$ cat src/rtl/vs_bus_pkg.sv
// Shared types and constants for the VS1003B serial-link arbiter.
package vs_bus_pkg;

    typedef enum logic [2:0] {IDLE, SHIFT_LO, SHIFT_HI, HOLD, GAP} vs_state_t;

    localparam int SCI_BITS = 32;
    localparam int SDI_BITS = 16;

    localparam logic [7:0] SCI_WRITE = 8'h02;
    localparam logic [7:0] SCI_READ  = 8'h03;
    localparam logic [7:0] SCI_MODE  = 8'h00;
    localparam logic [7:0] SCI_VOL   = 8'h0B;

endpackage

$ cat src/rtl/vs_half_timer.sv
// Half-period timer: expire pulses every HALF_CYCLES cycles while restart is low;
// the count wraps on expire so back-to-back phases chain without a lost cycle.
module vs_half_timer #(
    parameter int HALF_CYCLES = 50
) (
    input  logic CLK,
    input  logic RST,
    input  logic restart,
    output logic expire
);
    localparam int CW = $clog2(HALF_CYCLES + 1);

    logic [CW-1:0] cnt;

    assign expire = (cnt == CW'(HALF_CYCLES - 1));

    always_ff @(posedge CLK) begin
        if (RST || restart || expire) cnt <= '0;
        else                          cnt <= cnt + CW'(1);
    end

endmodule

$ cat src/rtl/vs_bus_arbiter.sv
// Word-boundary arbiter for the VS1003B SCI/SDI serial link (command has priority).
// Optional DREQ wait watchdog enabled by defining DREQ_TIMEOUT_EN.
module vs_bus_arbiter
    import vs_bus_pkg::*;
#(
    parameter int HALF_CYCLES    = 50,
    parameter int TIMEOUT_CYCLES = 1000000
) (
    input  logic        CLK,
    input  logic        RST,
    input  logic        DREQ,
    input  logic        cmd_req,
    input  logic [31:0] cmd_word,
    output logic        cmd_ack,
    input  logic        data_req,
    input  logic [15:0] data_word,
    output logic        data_ack,
    output logic        XCS,
    output logic        XDCS,
    output logic        SI,
    output logic        SCLK,
`ifdef DREQ_TIMEOUT_EN
    output logic        err_timeout,
`endif
    output logic        busy
);
    if (HALF_CYCLES < 1 || TIMEOUT_CYCLES < 1) begin : g_param_check
        $error("vs_bus_arbiter: HALF_CYCLES and TIMEOUT_CYCLES must be >= 1");
    end

    vs_state_t   state;
    logic        dreq_meta, dreq_s;
    logic [31:0] sr;
    logic [5:0]  bits_left;
    logic        expire;

    always_ff @(posedge CLK) begin
        if (RST) begin
            dreq_meta <= 1'b0;
            dreq_s    <= 1'b0;
        end else begin
            dreq_meta <= DREQ;
            dreq_s    <= dreq_meta;
        end
    end

    vs_half_timer #(.HALF_CYCLES(HALF_CYCLES)) u_timer (
        .CLK     (CLK),
        .RST     (RST),
        .restart (state == IDLE),
        .expire  (expire)
    );

    assign busy = (state != IDLE);

    always_ff @(posedge CLK) begin
        if (RST) begin
            state     <= IDLE;
            XCS       <= 1'b1;
            XDCS      <= 1'b1;
            SCLK      <= 1'b0;
            SI        <= 1'b0;
            cmd_ack   <= 1'b0;
            data_ack  <= 1'b0;
            sr        <= '0;
            bits_left <= '0;
        end else begin
            cmd_ack  <= 1'b0;
            data_ack <= 1'b0;
            case (state)
                IDLE: if (dreq_s) begin
                    // SI is loaded with the MSB here; sr holds the bits still to go.
                    if (cmd_req) begin
                        sr        <= {cmd_word[SCI_BITS-2:0], 1'b0};
                        SI        <= cmd_word[SCI_BITS-1];
                        bits_left <= 6'(SCI_BITS);
                        XCS       <= 1'b0;
                        cmd_ack   <= 1'b1;
                        state     <= SHIFT_LO;
                    end else if (data_req) begin
                        sr        <= {data_word[SDI_BITS-2:0], 17'b0};
                        SI        <= data_word[SDI_BITS-1];
                        bits_left <= 6'(SDI_BITS);
                        XDCS      <= 1'b0;
                        data_ack  <= 1'b1;
                        state     <= SHIFT_LO;
                    end
                end
                SHIFT_LO: if (expire) begin
                    SCLK  <= 1'b1;
                    state <= SHIFT_HI;
                end
                SHIFT_HI: if (expire) begin
                    SCLK <= 1'b0;
                    if (bits_left == 6'd1) begin
                        state <= HOLD;
                    end else begin
                        SI        <= sr[31];
                        sr        <= {sr[30:0], 1'b0};
                        bits_left <= bits_left - 6'd1;
                        state     <= SHIFT_LO;
                    end
                end
                HOLD: if (expire) begin
                    XCS   <= 1'b1;
                    XDCS  <= 1'b1;
                    SI    <= 1'b0;
                    state <= GAP;
                end
                GAP: if (expire) state <= IDLE;
                default: state <= IDLE;
            endcase
        end
    end

`ifdef DREQ_TIMEOUT_EN
    localparam int TW = $clog2(TIMEOUT_CYCLES + 1);
    logic [TW-1:0] to_cnt;

    // Watchdog only flags the stall; the pending request keeps waiting.
    always_ff @(posedge CLK) begin
        if (RST) begin
            to_cnt      <= '0;
            err_timeout <= 1'b0;
        end else begin
            err_timeout <= 1'b0;
            if (state == IDLE && !dreq_s && (cmd_req || data_req)) begin
                if (to_cnt == TW'(TIMEOUT_CYCLES - 1)) begin
                    to_cnt      <= '0;
                    err_timeout <= 1'b1;
                end else begin
                    to_cnt <= to_cnt + TW'(1);
                end
            end else begin
                to_cnt <= '0;
            end
        end
    end
`endif

endmodule

$ cat config.mk
export PLATFORM = sky130hd
export DESIGN_NAME = vs_bus_arbiter
export DESIGN_NICKNAME = d
export VERILOG_FILES = /design/src/rtl/vs_bus_pkg.sv /design/src/rtl/vs_half_timer.sv /design/src/rtl/vs_bus_arbiter.sv
export SDC_FILE = /design/constraint.sdc
export NUM_CORES = 1
export LEC_CHECK = 0
export CORE_UTILIZATION = 45
export CTS_CLUSTER_DIAMETER = 200
export DETAILED_ROUTE_END_ITERATION = 16
export PLACE_DENSITY = 0.83
export SLEW_MARGIN = 20
export SYNTH_ARGS = -nofsm -noshare
export SYNTH_HDL_FRONTEND = slang
export SYNTH_SLANG_ARGS = --single-unit
export TNS_END_PERCENT = 50
$ cat constraint.sdc
create_clock -name CLK -period 2.4 [get_ports CLK]
set_clock_uncertainty 0.05 [all_clocks]
set_input_delay 0.24 -clock CLK [delete_from_list [all_inputs] [get_ports CLK]]
set_output_delay 0.24 -clock CLK [all_outputs]
set_load 0.05 [all_outputs]
After elaboration in Yosys (flattened, before gate mapping) --
Index checks and enable logic that the tools add are counted.
Operators by class: add/sub/neg operators 2, equal/unequal tests 16, multiplexer cells 39, bitwise operators 2, reductions and logical operators 16
Operators by type and width (count):
- 32-bit 2-to-1 mux | 5
- 32-bit case mux with 2 select lines | 1
- 6-bit 2-to-1 mux | 5
- 3-bit 2-to-1 mux | 7
- 3-bit case mux with 5 select lines | 1
- 1-bit 2-to-1 mux | 14
- 6-bit case mux with 2 select lines | 1
- 6-bit AND reduction | 2
- 2-bit inequality test, second input constant | 5
- 5-bit AND reduction | 2
- 2-bit by 1-bit inequality test with 1-bit output, second input constant | 4
- 6-bit by 1-bit adder with 6-bit output, second input constant | 1
- 3-bit by 2-bit == test with 1-bit output, second input constant | 2
- 6-bit by 1-bit == test with 1-bit output, second input constant | 1
- 6-bit == test, second input constant | 1
- 1-bit case mux with 2 select lines | 3
- 2-bit nonzero test | 3
- 3-bit nonzero test | 2
- 6-bit by 1-bit subtractor with 6-bit output, second input constant | 1
- 4-bit AND reduction | 1
- 4-bit OR reduction | 1
- 3-bit by 1-bit == test with 1-bit output, second input constant | 1
- 3-bit == test, second input constant | 1
- 3-bit logical NOT | 1
- other kinds (7) | 9
Storage, ports and cells: register bits 55

Logic depth before layout (Yosys ltp) --
depth after elaboration 4, depth in mapped cells 9, mapped depth without buffers 7

Hierarchy --
Synthesis repeated with hierarchy kept, for this count alone.
Second synthesis, totals: cells, all modules 346, area, all modules 2795.2 um^2
Modules (own cells, without submodules):
- vs_bus_arbiter | instances 1, cells each 319, area each 2541.2 um^2
- vs_half_timer | instances 1, cells each 27, area each 254.0 um^2

Least setup slack after synthesis --
OpenSTA, ideal clock, no wires.
path type flip-flop to flip-flop, start reg bits_left[0], end reg bits_left[0], setup time 0.070 ns, data arrival time 1.807 ns, data required time 2.280 ns, path slack 0.472 ns, cell stages (with the launch flop) 9, buffers on the path 2, period minus slack after synthesis 1.928 ns, cells stage by stage dfxtp_1 -> ha_1 -> nor3b_1 -> a211oi_4 -> o21ai_0 -> buf_2 -> buf_2 -> nand2_1 -> a21oi_1
Between the ends: longest elaborated chain between the ends 4
RTL lines:
- start: declaration | RTL line vs_bus_arbiter.sv:34 | logic [5:0] bits_left;
- start signal: assignment | RTL line vs_bus_arbiter.sv:76 | bits_left <= 6'(SCI_BITS);
- start signal: assignment | RTL line vs_bus_arbiter.sv:83 | bits_left <= 6'(SDI_BITS);
- start signal: assignment | RTL line vs_bus_arbiter.sv:100 | bits_left <= bits_left - 6'd1;
- 6-bit by 1-bit subtractor with 6-bit output | RTL line vs_bus_arbiter.sv:100
- 6-bit 2-to-1 mux | RTL line vs_bus_arbiter.sv:95 | if (bits_left == 6'd1) begin
- 6-bit 2-to-1 mux | RTL line vs_bus_arbiter.sv:93 | SHIFT_HI: if (expire) begin
- 6-bit case mux with 2 select lines | RTL line vs_bus_arbiter.sv:70 | case (state)
Several ways; a longest one is shown, not always the timed one. The select of a mux whose other input is x is not followed. A chain may end at the register's enable or synchronous reset.

Worst setup path after layout --
start reg bits_left[0], end reg sr[24]
Between the ends: longest elaborated chain between the ends 3
RTL lines:
- 6-bit by 1-bit == test with 1-bit output | RTL line vs_bus_arbiter.sv:95
- 2-bit inequality test (no line)
- 5-bit AND reduction (no line)
- end signal: assignment | RTL line vs_bus_arbiter.sv:74 | sr <= {cmd_word[SCI_BITS-2:0], 1'b0};
- end signal: assignment | RTL line vs_bus_arbiter.sv:81 | sr <= {data_word[SDI_BITS-2:0], 17'b0};
- end signal: assignment | RTL line vs_bus_arbiter.sv:99 | sr <= {sr[30:0], 1'b0};
- end: declaration | RTL line vs_bus_arbiter.sv:33 | logic [31:0] sr;
Every way passes these cells.

==> metrics.yaml <==
worst_slew_pin_slew_ns: 0.600
p_int_mw: 1.27
cp-start-kind: "flop"
final_layout_size_suffix_gt1_frac: 0.0613
detail_route.wl_per_cell_um: 13.3
timing.final.ws_setup_ns: 0.186
dieArea_um2: 6010
leakagePower_nw: 1.14
grt_overflow_total: 0
setup_violations: 0
critPathArrivalTime_ns: 2.35
ys_ff_latch: 54
cpMaxStageDelayCell: "nor3b_1"
drc_errors: 0
multi_input_area_um2: 1360
avgViaCountPerCell: 5.57
final_util: 0.600
fp.coreArea_um2: 5510
synth_compound_area_frac: 0.247
power_frac_clock: 0.315
antenna_cells: 0
rsz0062_at_grt: "false"
critPathKind: "flop to flop"
wl_met1_mm: 2.63
max-vdd-ir-drop_mv: 0.270
fillers: 472
placed_cell_area_um2: 3210
wl_met2_mm: 2.75
hold_slack_ns: 0.170
clk_pin_slew_ns: 0.09
cts-htree-levels: 2
clock_path_buffers: 2
io_pins: 60
wl_met3_um: 241
grt_pass1_wl_mm: 9.52
fin_total_pwr_mw: 1.65
crit_chain: "ha_1 > nor3b_1 > a211o_1 > nor3_4 > buf_4 > a221oi_1 > a21oi_1"
numClockSinks: 54
status: "finished, final reports clean"
async_flop_share: 0
layout.nets: 415
die_width_um: 77.5
min_period_over_period: 0.922
hold_class: "input port to flop"
syn_inst: 303
grt_pass1_vias: 2219
p_sw_uw: 384
drt_pass1_iterations: 4
drt_iter0_markers: 118
register_area_um2: 1080
p_seq_frac: 0.561
synth_warnings: 0
start_util: 0.466
slowest_delay_ns: 0.50
cp-end-kind: "flop"
cts-root-buf: "clkbuf_8"
drt-total-wl_mm: 5.72
synth_top_family_by_area: "compound AO/OA/AOI/OAI gates"
max-cap-violations: 0
stdcell_count: 431
clock_latency_ns: 0.31
drv_slew: 0
synthAdderAreaFrac: 0.0195
post_cts_buffers: 0
swShare: 0.232
rows: 27
muxShareOfSynthArea: 0.0624
place_ws_ns: 0.0403
die_h_um: 77.5
ant_nets: 0
dpl.cell_count: 423
cts_tree: "yes"
antenna_found_initial: 0
top_layer_used: "met4"
max_freq_mhz: 452
vias: 2401
yosys.area_share.simple: 0.188
setup-tns-final_ns: 0
powerDensity_nw_per_um2: 500
io_buffers: 59
grt_start_max_net_pins: 41
grt_usage: 0.195
syn_area_um2: 2570
synth.net_count: 360
final_area_um2: 3310
slew_headroom: 0.599
avgSynthCellArea_um2: 8.47
synth_enable_flop_cells: 0
required_ns: 2.54
post-dp-hpwl_mm: 4.02
seq_area_frac_synth: 0.421
synth_cell_types: 41
synth_top_area_share: 0.421
yosysMostFrequentCell: "dfxtp_1"
timing.final.crit_period_ns: 2.21
place_congestion: 0.828
hold_violations: 0
synthToLayoutAreaGrowth_pct: 28.8
synth_top_area_cell: "dfxtp_1"
cts_made_buffers: 5
ys_top_cells_by_count: "dfxtp_1 (54), nand2_1 (48), nor2_1 (34)"
path_max_fanout: 18
synthTopCellsByArea: "dfxtp_1 (42%), nand2_1 (7.0%), mux2i_1 (6.2%), a21oi_1 (6.0%), nor2_1 (5.0%)"
p_comb_frac: 0.124
synth_xor_area_frac: 0.0136
synthFlopType: "dfxtp_1"
[registers in the layout, summed over array words and instances, names as in the netlist]
| signal | flops |
|---|---|
| dreq_meta | 1 |
| sr | 31 |
| SI | 1 |
| bits_left | 6 |
| dreq_s | 1 |
| cmd_ack | 1 |
| state | 3 |
| u_timer.cnt | 6 |
| XCS | 1 |
| XDCS | 1 |
| SCLK | 1 |
| data_ack | 1 |
[layout make-up]
type | count | area share
Clock inverter | 1 | 0.00151
Inverter | 7 | 0.00795
Clock buffer | 7 | 0.0261
Timing Repair Buffer | 68 | 0.198
Multi-Input combinational cell | 222 | 0.413
Sequential cell | 54 | 0.327
Tap cell | 72 | 0.0273
[timing repair]
item / 4_1_cts / 5_1_grt
hold endpoints to repair: 0 / 0
endpoints found under the setup margin: 1 / 0
hold buffers: 0 / 0
resized for setup: 1 / 0
[per-layer routing]
metal,up-vias,GRT usage
met5,-,0
met4,0,0.0887
met3,10,0.0459
met2,60,0.322
met1,1122,0.240
li1,1209,-
[critical path: cells and delay by family, from the launching register on]
kind | cells | cell delay, ns
buffers and inverters | 1 | 0.22
adders and majority gates | 1 | 0.16
AOI/OAI and AO/OA | 3 | 0.71
and+or+nand+nor | 2 | 0.55
DFF | 1 | 0.41
[kinds of logic after synthesis]
group | count (synthesis)
flip-flops | 54
AND/OR/NAND/NOR | 108
adder cells (fa/ha/maj) | 4
XOR/XNOR | 4
multiplexers | 16
buffers and inverters | 27
AO/OA/AOI/OAI | 90
[worst paths after layout]
check / from / endpoint / slack (ns) / depth (start not counted)
max: bits_left[0] / sr[24] / 0.19 / 7
min: RST / data_ack / 0.17 / 2
max reg2reg: bits_left[0] / sr[24] / 0.19 / 7
min reg2reg: dreq_meta / dreq_s / 0.40 / 1
[layout by cell type (no fill, tap or decap), types with 2 or more instances in the layout]
cell	n
xor2_1	2
o21a_1	2
nand2_1	48
nor2_1	33
inv_1	7
a2bb2oi_1	3
a22oi_1	11
a211o_1	2
a2111oi_0	3
a221oi_1	12
a21oi_1	31
a311oi_1	2
o21ai_0	3
xnor2_1	2
dfxtp_1	54
buf_4	9
nand4b_1	2
and3_1	2
a31oi_1	7
clkbuf_8	6
nor2b_1	4
nand3_1	3
mux2i_1	16
a32oi_1	5
clkdlybuf4s50_1	58
nor3_1	5
ha_1	4
nand4_1	2
or3_1	4
[power groups by stage]
stage	Clock (mW)	Sequential, mW	Combinational [mW]
4_1_cts	0.534	0.927	0.206
2_1_floorplan	0	0.951	0.0881
3_3_place_gp	0	0.947	0.202
3_5_place_dp	0	0.947	0.205
6_report	0.521	0.927	0.205
5_1_grt	0.574	0.930	0.221
(Power assumes the default switching activity.)
